File: config.mk
export PLATFORM = sky130hd
export DESIGN_NAME = itcm_dump
export DESIGN_NICKNAME = d
export VERILOG_FILES = /design/src/rtl/itcm_pkg.sv /design/src/rtl/itcm_dump_word_serializer.sv /design/src/rtl/itcm_dump.sv
export SDC_FILE = /design/constraint.sdc
export NUM_CORES = 1
export LEC_CHECK = 0
export BUFFER_PORTS_ARGS = -buffer_cell sky130_fd_sc_hd__buf_2
export CAP_MARGIN = 30
export CORE_UTILIZATION = 45
export CTS_CLUSTER_SIZE = 28
export DETAILED_ROUTE_END_ITERATION = 10
export GPL_ROUTABILITY_DRIVEN = 0
export GPL_TIMING_DRIVEN = 0
export PLACE_DENSITY = 0.69
export SLEW_MARGIN = 20
export SYNTH_ARGS = -nofsm -noshare
export SYNTH_HDL_FRONTEND = slang
export SYNTH_SLANG_ARGS = --single-unit
File: constraint.sdc
create_clock -name clk -period 4.4 [get_ports clk]
set_clock_uncertainty 0.05 [all_clocks]
set_input_delay 0.88 -clock clk [delete_from_list [all_inputs] [get_ports clk]]
set_output_delay 0.88 -clock clk [all_outputs]
set_load 0.01 [all_outputs]
File: src/rtl/itcm_pkg.sv
// itcm_pkg: constants and types shared by the ITCM image loader and the
// ITCM readback (dump) engine.
//   ITCM_SIZE      - ITCM size in bytes
//   ITCM_DW        - SRAM word width in bits
//   ITCM_AW        - SRAM word address width
//   BYTES_PER_WORD - byte lanes per SRAM word
//   dump_state_e   - readback engine FSM states
package itcm_pkg;

  localparam int ITCM_SIZE      = 16384;
  localparam int ITCM_DW        = 64;
  localparam int ITCM_AW        = 11;
  localparam int BYTES_PER_WORD = 8;

  typedef enum logic [2:0] {
    IDLE,
    RD_REQ,
    RD_WAIT,
    SHIFT,
    FIN
  } dump_state_e;

endpackage

File: src/rtl/itcm_dump_word_serializer.sv
// word_serializer: loads one SRAM word and presents it as bytes, least
// significant byte first, over a valid/ready handshake.
//   clk      - system clock
//   rst      - synchronous active-high reset
//   i_load   - capture i_word and restart at byte 0
//   i_word   - SRAM word to serialise
//   i_active - byte stream enabled (drives o_valid)
//   i_ready  - downstream accepts the current byte
//   o_valid  - current byte valid
//   o_data   - current byte
//   o_last   - current byte is the top lane of the word
//   o_xfer   - a byte transfers at this edge
module word_serializer
  import itcm_pkg::*;
#(
  parameter int DW = ITCM_DW
) (
  input  logic          clk,
  input  logic          rst,
  input  logic          i_load,
  input  logic [DW-1:0] i_word,
  input  logic          i_active,
  input  logic          i_ready,
  output logic          o_valid,
  output logic [7:0]    o_data,
  output logic          o_last,
  output logic          o_xfer
);

  logic [DW-1:0] r_shreg;
  logic [2:0]    r_idx;
  logic          w_xfer;

  assign w_xfer  = i_active & i_ready;
  assign o_valid = i_active;
  assign o_data  = r_shreg[7:0];
  assign o_last  = (r_idx == 3'(BYTES_PER_WORD - 1));
  assign o_xfer  = w_xfer;

  // The shift register is cleared on reset so byte_data reads 0 afterwards;
  // it only moves on a transfer, which keeps the byte stable under stall.
  always_ff @(posedge clk) begin
    if (rst) begin
      r_shreg <= '0;
      r_idx   <= '0;
    end else if (i_load) begin
      r_shreg <= i_word;
      r_idx   <= '0;
    end else if (w_xfer) begin
      r_shreg <= r_shreg >> 8;
      r_idx   <= r_idx + 3'd1;
    end
  end

endmodule

File: src/rtl/itcm_dump.sv
// itcm_dump: reads a range of ITCM words through the SRAM read port and
// streams them out byte by byte (LSB first, matching .verilog image byte
// order) with a running modulo-2^32 checksum.
//   clk, cpurst            - clock, synchronous active-high reset
//   start                  - launch pulse, honoured only when idle
//   start_addr, word_count - first word index and number of words (0 legal)
//   busy, done             - dump in progress / one-cycle completion pulse
//   sram_cs, sram_addr     - SRAM read request
//   sram_rdata             - SRAM read data, one cycle after sram_cs
//   byte_valid, byte_data,
//   byte_last, byte_ready  - byte stream handshake, byte_last on final byte
//   checksum               - sum of bytes transferred since the last start
module itcm_dump
  import itcm_pkg::*;
#(
  parameter int ITCM_SIZE = itcm_pkg::ITCM_SIZE,
  parameter int DW        = itcm_pkg::ITCM_DW,
  parameter int AW        = itcm_pkg::ITCM_AW
) (
  input  logic          clk,
  input  logic          cpurst,
  input  logic          start,
  input  logic [AW-1:0] start_addr,
  input  logic [AW:0]   word_count,
  output logic          busy,
  output logic          done,
  output logic          sram_cs,
  output logic [AW-1:0] sram_addr,
  input  logic [DW-1:0] sram_rdata,
  output logic          byte_valid,
  output logic [7:0]    byte_data,
  output logic          byte_last,
  input  logic          byte_ready,
  output logic [31:0]   checksum
);

  localparam int WORDS = ITCM_SIZE / BYTES_PER_WORD;

  dump_state_e   r_state;
  dump_state_e   w_next;
  logic [AW-1:0] r_addr;
  logic [AW:0]   r_remain;
  logic [31:0]   r_checksum;

  logic          w_valid;
  logic [7:0]    w_data;
  logic          w_lane_last;
  logic          w_xfer;
  logic          w_word_done;
  logic          w_final_word;

  word_serializer #(.DW(DW)) u_ser (
    .clk      (clk),
    .rst      (cpurst),
    .i_load   (r_state == RD_WAIT),
    .i_word   (sram_rdata),
    .i_active (r_state == SHIFT),
    .i_ready  (byte_ready),
    .o_valid  (w_valid),
    .o_data   (w_data),
    .o_last   (w_lane_last),
    .o_xfer   (w_xfer)
  );

  assign w_word_done  = w_xfer & w_lane_last;
  assign w_final_word = (r_remain == (AW+1)'(1));

  always_comb begin
    w_next     = r_state;
    busy       = 1'b0;
    done       = 1'b0;
    sram_cs    = 1'b0;
    byte_valid = 1'b0;
    byte_last  = 1'b0;
    case (r_state)
      IDLE: begin
        if (start) begin
          w_next = (word_count == '0) ? FIN : RD_REQ;
        end
      end
      RD_REQ: begin
        busy    = 1'b1;
        sram_cs = 1'b1;
        w_next  = RD_WAIT;
      end
      RD_WAIT: begin
        busy   = 1'b1;
        w_next = SHIFT;
      end
      SHIFT: begin
        busy       = 1'b1;
        byte_valid = w_valid;
        byte_last  = w_valid & w_lane_last & w_final_word;
        if (w_word_done) begin
          w_next = w_final_word ? FIN : RD_REQ;
        end
      end
      FIN: begin
        done   = 1'b1;
        w_next = IDLE;
      end
      default: w_next = IDLE;
    endcase
  end

  always_ff @(posedge clk) begin
    if (cpurst) begin
      r_state    <= IDLE;
      r_addr     <= '0;
      r_remain   <= '0;
      r_checksum <= '0;
    end else begin
      r_state <= w_next;
      if (r_state == IDLE && start) begin
        r_addr     <= start_addr;
        r_remain   <= word_count;
        r_checksum <= '0;
      end
      if (w_xfer) begin
        r_checksum <= r_checksum + {24'd0, w_data};
      end
      // Address wraps at the top of the ITCM.
      if (w_word_done) begin
        r_addr   <= (r_addr == AW'(WORDS - 1)) ? '0 : r_addr + AW'(1);
        r_remain <= r_remain - (AW+1)'(1);
      end
    end
  end

  assign sram_addr = r_addr;
  assign byte_data = w_data;
  assign checksum  = r_checksum;

endmodule

==> results by group, run 1 <==
Timing
  • Final hold vios: 0
  • Period minus WS final: between 3 and 4 ns
  • Max Slew Vio Count: 0
  • Fin crit share: between 60% and 70%
  • RSZ-0062 raised after global routing: false
  • FMAX: roughly 320 MHz
  • Slew @ Worst Pin: 0.683 ns
  • Final hold slack: slightly above 0.4 ns
  • Slew HR: 54.4%
  • Setup violations, final: 0
  • Setup TNS: 0 ns

Global route
  • Largest net degree at the start of global routing: 17
  • First-pass GRT wire length: about 28,000 um
  • GRT Overall Usage: 25.8%
  • Vias in the first global route: between 5,000 and 6,000
  • Initial antenna violation count: 2
  • GRT overflow: 0

Synth
  • Distinct cells, synth: 73
  • Synthesized area: 6130 um2
  • Syn_nets: 832
  • #FFs+latches synth: 125
  • EDFF count, synth: 0
  • Most numerous cell in the Yosys netlist: dfxtp_1
  • Synth Instances: approximately 730
  • Commonest cells in the netlist: dfxtp_1, nand2_1, a21oi_1
  • Post-synth top area share: 40.8%
  • Top cells by area, synth: dfxtp_1, nand2_1, a22oi_1
  • Yosys warns: 0
  • Fraction of registers with async set/reset: 0%
  • Seq/Total Area, Yosys: 40.8%
  • Avg Cell Area, Syn: 8.44 um2
  • Main flop type after synthesis: dfxtp_1
  • Area leader, netlist: dfxtp_1

Route
  • Vias: between 6,000 and 7,000
  • Drt first pass iters: 5
  • Final WL: approximately 17,000 um
  • Number of vias per cell: about 5.6
  • DRC Markers: 0
  • Post-route ant nets: 0
  • Initial DRC Count: about 460
  • Routed length per instance: around 16 um

Critical path
  • Crit Path Class: reg2out
  • Reg2reg path depth: 8
  • Critical path origin: r_remain[4]$_SDFFE_PP0P_
  • Kind of end point of the critical path: primary output
  • Startpoint Class: flop
  • FF-to-FF Start: u_ser.r_shreg[0]$_SDFFE_PP0P_
  • Arrival time worst endpoint: 2.15 ns
  • Req. time, crit path: roughly 3.5 ns
  • CP Max Fanout: 9
  • Reg2Reg Setup Slack: just over 2 ns
  • Reg-to-reg endpoint: checksum[18]$_SDFFE_PP0P_

Cells and area
  • Filler cells: between 1,000 and 1,500
  • FF/Latch Area: 2500 um2
  • Share of layout cells above drive strength 1: 27.0%
  • Layout Nets: between 900 and 1,000
  • Area grow syn2layout: 26.1%
  • Final cell count without fillers: 1,080
  • Final core occ: around three fifths
  • Multi-input logic area: ~3300 um2

CTS
  • Number of H-tree levels: 4
  • Number of CTS-inserted buffers: 17
  • CTS tree: built
  • Clock transition at the registers of the reported paths: 0.06 ns
  • CTS Sinks: about 130
  • CTS Buffer Depth: 2
  • Postcts setup bufs: 0
  • Cts hold-fix bufs: 0
  • Clock Latency Late Sink: approximately 0.42 ns
  • Post_cts resized: 0
  • Root Buffer: clkbuf_16

Die
  • Starting Density: between 40% and 50%
  • Die area: approximately 14,000 um2
  • Num rows: 42
  • DIE WIDTH: ~120 um
  • I/O Pins: between 100 and 150
  • Die height: approximately 120 um
  • Core Box Area: roughly 13,000 um2

Power
  • Pwr Density: ~440 nW/um2
  • Worst-case vdd ir drop: between 0.2 and 0.25 mV
  • Overall power: ~3.4 mW
  • Pleak: 3.09 nW

Placed design
  • Dpl cells: 1,049
  • Post-DP HPWL: about 13,000 um
  • Port Buffers: around 150

Hold path
  • Hold path depth: 2
  • Hold path start: u_ser.r_shreg[31]$_SDFFE_PP0P_
  • Hold Crit Class: reg2reg
  • Hold endpoint: u_ser.r_shreg[31]$_SDFFE_PP0P_

Outcome
  • Status: completed

Flow run
  • Max cap viols: 0
==> cells by family (layout without fill, tap and decap cells) <==
| kind of cell | Yosys count | count (layout) | synth area share, % |
|---|---|---|---|
| simple gates | 279 | 279 | 22.3 |
| compound gates | 211 | 211 | 24.0 |
| flops | 125 | 125 | 40.8 |
| buf+inv | 73 | 249 | 5.85 |
| mux | 19 | 19 | 3.16 |
| fa+ha+maj | 14 | 14 | 2.98 |
| xor+xnor | 6 | 6 | 0.857 |
| other cells | 0 | 1 | 0 |
==> report_power, final <==
group,leakage (nW),switching (mW),internal (mW)
combinational,1.76,0.338,0.235
sequential,1.02,0.0736,1.23
clock,0.312,0.514,1.03
total,3.09,0.926,2.49
==> layer usage <==
metal  up-vias  global-route usage [%]  share of wire (%)  routed length, um
met5         -                       0              0.046                  8
li1       2998                       -                  -                  -
met2       159                    41.6                 48               8290
met4         2                    10.4                2.0                345
met1      2847                    31.7                 44               7740
met3        30                    8.16                5.9               1020
==> cells in the final DEF, fill, tap and decap left out, types with 5 or more instances in the layout <==
master     instances
buf_2            163
dfxtp_1          125
nand2_1          116
a21oi_1           67
a22oi_1           57
nor2_1            49
clkbuf_1          28
nor3_1            19
nand3_1           19
clkbuf_16         17
mux2i_1           16
or2_2             14
buf_4             13
o21ai_0           13
ha_1              13
inv_1             11
nor4_1            11
nand4_1            9
a311oi_1           8
and3_1             6
o311ai_0           6
a31oi_1            6
or3_1              5
xnor2_1            5
o41ai_1            5
bufinv_16          5
==> critical path, cell delays in order, from the launching register on <==
cell	delay (ns)
dfxtp_1	0.30
buf_6	0.13
nor4_2	0.34
nand4b_1	0.22
nor3b_1	0.39
and3_1	0.20
buf_2	0.14
==> through the flow <==
step                worst slack [ns]  instance area (um2)
floorplan                       2.08                 6130
global placement                1.55                 7080
detailed placement              1.55                 7080
CTS                             1.32                 7730
global route                    1.20                 7730
finish                          1.32                 7730
==> state kept, by name, indices dropped and copies added (netlist names) <==
register	cells
u_ser.r_shreg	64
checksum	32
r_remain	12
sram_addr	11
r_state	3
u_ser.r_idx	3
==> area by class of cell <==
class | count | area share [%]
clock inverter | 10 | 2.44
clock buffer | 20 | 5.91
inverter | 12 | 0.583
tap | 176 | 2.85
antenna | 1 | 0.0324
timing repair buffer | 146 | 9.45
multi-input combinational | 529 | 42.3
sequential | 125 | 32.4
buffer | 61 | 4.06
==> worst max-delay path by stage <==
stage	to	slack (ns)	cells past startpoint
final	byte_last	1.32	6
after global routing	byte_last	1.20	6
after CTS	byte_last	1.32	6
after detailed placement	sram_addr[2]$_SDFFE_PP0P_	1.55	5
after global placement	checksum[0]$_SDFFE_PP0P_	1.55	5
after floorplan	byte_last	2.08	5
Note: power is estimated with default switching activity, not from simulation.
==> inputs of run 2 (changes only) <==
--- a/config.mk
+++ b/config.mk
@@ -5,6 +5,7 @@
 export SDC_FILE = /design/constraint.sdc
 export NUM_CORES = 1
 export LEC_CHECK = 0
+export ABC_AREA = 1
 export BUFFER_PORTS_ARGS = -buffer_cell sky130_fd_sc_hd__buf_2
 export CAP_MARGIN = 30
 export CORE_UTILIZATION = 45
@@ -12,7 +13,7 @@
 export DETAILED_ROUTE_END_ITERATION = 10
 export GPL_ROUTABILITY_DRIVEN = 0
 export GPL_TIMING_DRIVEN = 0
-export PLACE_DENSITY = 0.69
+export PLACE_DENSITY = 0.71
 export SLEW_MARGIN = 20
 export SYNTH_ARGS = -nofsm -noshare
 export SYNTH_HDL_FRONTEND = slang
==> constraint.sdc (replaced) <==
create_clock -name clk -period 2.7 [get_ports clk]
set_clock_uncertainty 0.05 [all_clocks]
set_input_delay 0.54 -clock clk [delete_from_list [all_inputs] [get_ports clk]]
set_output_delay 0.54 -clock clk [all_outputs]
set_load 0.01 [all_outputs]
==> results by group, run 2 <==
Synth
  • Area leader, netlist: dfxtp_1
  • Syn_nets: 1,096 (+32%)
  • Main flop type after synthesis: dfxtp_1
  • Distinct cells, synth: 38 (-48%)
  • Most numerous cell in the Yosys netlist: nand2_1
  • Post-synth top area share: 38.3% (-2.5 points)
  • Avg Cell Area, Syn: 6.59 um2 (-22%)
  • Commonest cells in the netlist: nand2_1, dfxtp_1, nor2_1
  • EDFF count, synth: 0 (unchanged)
  • Top cells by area, synth: dfxtp_1, nand2_1, a21oi_1
  • Seq/Total Area, Yosys: 38.3% (-2.5 points)
  • Yosys warns: 0 (unchanged)
  • #FFs+latches synth: 125 (unchanged)
  • Synthesized area: 6530 um2 (+6.4%)
  • Synth Instances: 991 (+36%)
  • Fraction of registers with async set/reset: 0% (unchanged)

CTS
  • Postcts setup bufs: 0 (unchanged)
  • Post_cts resized: 0 (unchanged)
  • Number of H-tree levels: 4 (unchanged)
  • Number of CTS-inserted buffers: 17 (unchanged)
  • CTS tree: built
  • Root Buffer: clkbuf_16
  • CTS Buffer Depth: 2 (unchanged)
  • CTS Sinks: 125 (unchanged)
  • Cts hold-fix bufs: 0 (unchanged)
  • Clock Latency Late Sink: 0.43 ns (about the same)
  • Clock transition at the registers of the reported paths: 0.06 ns (about the same)

Critical path
  • Kind of end point of the critical path: flop
  • Arrival time worst endpoint: 2.76 ns (+0.61 ns)
  • Reg-to-reg endpoint: checksum[16]$_SDFFE_PP0P_
  • FF-to-FF Start: u_ser.r_shreg[0]$_SDFFE_PP0P_
  • Crit Path Class: reg2reg
  • Req. time, crit path: 3.01 ns (-0.46 ns)
  • Reg2Reg Setup Slack: 0.25 ns (-1.78 ns)
  • Startpoint Class: flop
  • CP Max Fanout: 4 (-5)
  • Reg2reg path depth: 14 (+6)

Placed design
  • Post-DP HPWL: 14,600 um (+14%)
  • Port Buffers: 145 (-0.68%)
  • Placed cell area: 7480 um2 (+5.5%)

Cells and area
  • Most common cell after layout, fill and taps aside: nand2_1
  • Max FFs per register: 64 (unchanged)
  • Top reg by flops: u_ser.r_shreg
  • Share of layout cells above drive strength 1: 18.1% (-9.0 points)
  • Layout Nets: 1,260 (+26%)
  • Area grow syn2layout: 23.4%
  • Most frequent cells in the layout: nand2_1, buf_2, dfxtp_1
  • Post-route cell area: 8050 um2 (+4.1%)

Hold path
  • Hold path start: sram_rdata[59]
  • Hold path depth: 3 (+1)
  • Hold Crit Class: in2reg
  • Hold endpoint: u_ser.r_shreg[59]$_SDFFE_PP0P_

Power
  • Internal power: 4.26 mW (+71%)
  • Combinational share of power: 30.8% (+14 points)
  • Pwr Density: 839 nW/um2 (+90%)
  • Seq pwr share: 36.5% (-1.6 points)
  • Clock share of power: 32.8% (-12 points)
  • Switch share: 37.0% (+9.9 points)
  • Worst-case vdd ir drop: 0.512 mV (+120%)
  • P_sw: 2.50 mW (+170%)
  • Pleak: 3.57 nW (+16%)
  • Overall power: 6.76 mW (+98%)

Timing
  • Slew @ Worst Pin: 0.753 ns (+0.0701 ns)
  • Period minus WS final: around 2.5 ns
  • Setup TNS: 0 ns (unchanged)
  • RSZ-0062 raised after global routing: false
  • Final hold vios: 0 (unchanged)
  • Setup violations, final: 0 (unchanged)
  • Final hold slack: 0.316 ns (-0.0871 ns)
  • Max Slew Vio Count: 0 (unchanged)
  • Fin crit share: between 90% and 100%
  • Slew HR: 49.8% (-4.7 points)
  • FMAX: a little over 400 MHz

Global route
  • First-pass GRT wire length: 31,500 um (+10%)
  • Largest net degree at the start of global routing: 17 (unchanged)
  • Initial antenna violation count: 3 (+1)
  • GRT Overall Usage: 27.2% (+1.4 points)
  • Vias in the first global route: 6,403 (+11%)
  • GRT overflow: 0 (unchanged)

Route
  • Number of vias per cell: 5.27 (-5.7%)
  • Final WL: 19,700 um (+13%)
  • Post-route ant nets: 0 (unchanged)
  • Drt first pass iters: 5 (unchanged)
  • Initial DRC Count: 554 (+21%)
  • Vias: 7,114 (+18%)
  • DRC Markers: 0 (unchanged)
  • Routed length per instance: 14.6 um (-9.3%)

Flow run
  • Max cap viols: 0 (unchanged)

Die
  • DIE WIDTH: 122 um (+3.1%)
  • Die height: 122 um (+3.1%)
  • Die area: 15,000 um2 (+6.3%)
  • I/O Pins: 147 (unchanged)
  • Num rows: 43 (+2.4%)
  • Starting Density: 46.7% (+0.34 points)
  • Core Box Area: 14,000 um2 (+5.6%)

Outcome
  • Status: completed
[run 2: metal layers]
| layer | track usage [%] | up-vias | share of wire (%) |
|---|---|---|---|
| met5 | 0 | - | 0.12 |
| met4 | 8.16 | 4 | 1.6 |
| met3 | 6.27 | 29 | 7.9 |
| met2 | 45.4 | 275 | 46 |
| met1 | 34.6 | 3213 | 44 |
| li1 | - | 3593 | - |
[run 2: cells by family after synthesis]
family,synth area share [%]
adders and majority gates,2.80
xor gates and xnor gates,0.671
buffers and inverters,8.90
DFF,38.3
AOI/OAI and AO/OA,17.2
and+or+nand+nor,32.1
[run 2: how the worst max path moves through the flow]
stage	startpoint	endpoint	slack (ns)	cells after the start
2_1_floorplan	checksum[0]$_SDFFE_PP0P_	checksum[16]$_SDFFE_PP0P_	0.67	13
3_3_place_gp	u_ser.r_shreg[0]$_SDFFE_PP0P_	checksum[16]$_SDFFE_PP0P_	0.33	13
3_5_place_dp	u_ser.r_shreg[0]$_SDFFE_PP0P_	checksum[16]$_SDFFE_PP0P_	0.30	13
4_1_cts	u_ser.r_shreg[0]$_SDFFE_PP0P_	checksum[16]$_SDFFE_PP0P_	0.27	14
5_1_grt	u_ser.r_shreg[0]$_SDFFE_PP0P_	checksum[16]$_SDFFE_PP0P_	0.10	13
6_report	u_ser.r_shreg[0]$_SDFFE_PP0P_	checksum[16]$_SDFFE_PP0P_	0.25	14
[run 2: through the flow]
| step | setup slack (ns) | cells | util (%) |
|---|---|---|---|
| finish | 0.246 | 1350 | 57.5 |
| floorplan | 0.673 | 991 | - |
| detailed placement | 0.300 | 1316 | 53.5 |
| global route | 0.102 | 1348 | 57.5 |
| CTS | 0.274 | 1348 | 57.5 |
| global placement | 0.327 | 1316 | 53.5 |
[run 2: area by class of cell]
class,instances,area [um2]
clock inverter,12,111
sequential,125,2500
inverter,92,345
multi-input combinational,723,3440
buffer,51,235
tap,180,225
timing repair buffer,145,726
antenna,2,5.00
fill,1399,5940
clock buffer,20,457
[run 2: power groups by stage]
stage                     Combinational (mW)  Clock, mW  Sequential, mW
after floorplan                         1.44          0            2.44
after global placement                  2.03          0            2.48
after detailed placement                2.06          0            2.49
after CTS                               2.07       2.24            2.46
after global routing                    2.34       2.31            2.50
final                                   2.08       2.22            2.46
[run 2: worst max-delay path, cell delays in order, from the launching register on]
cell     delay [ns]
dfxtp_1        0.38
ha_1           0.24
inv_1          0.07
fa_1           0.38
inv_1          0.09
nand2_1        0.09
a21oi_1        0.37
nand2_1        0.10
nand2_1        0.09
inv_1          0.05
nor2_1         0.22
nand2_1        0.09
nand2_1        0.06
inv_1          0.04
nor2_1         0.08
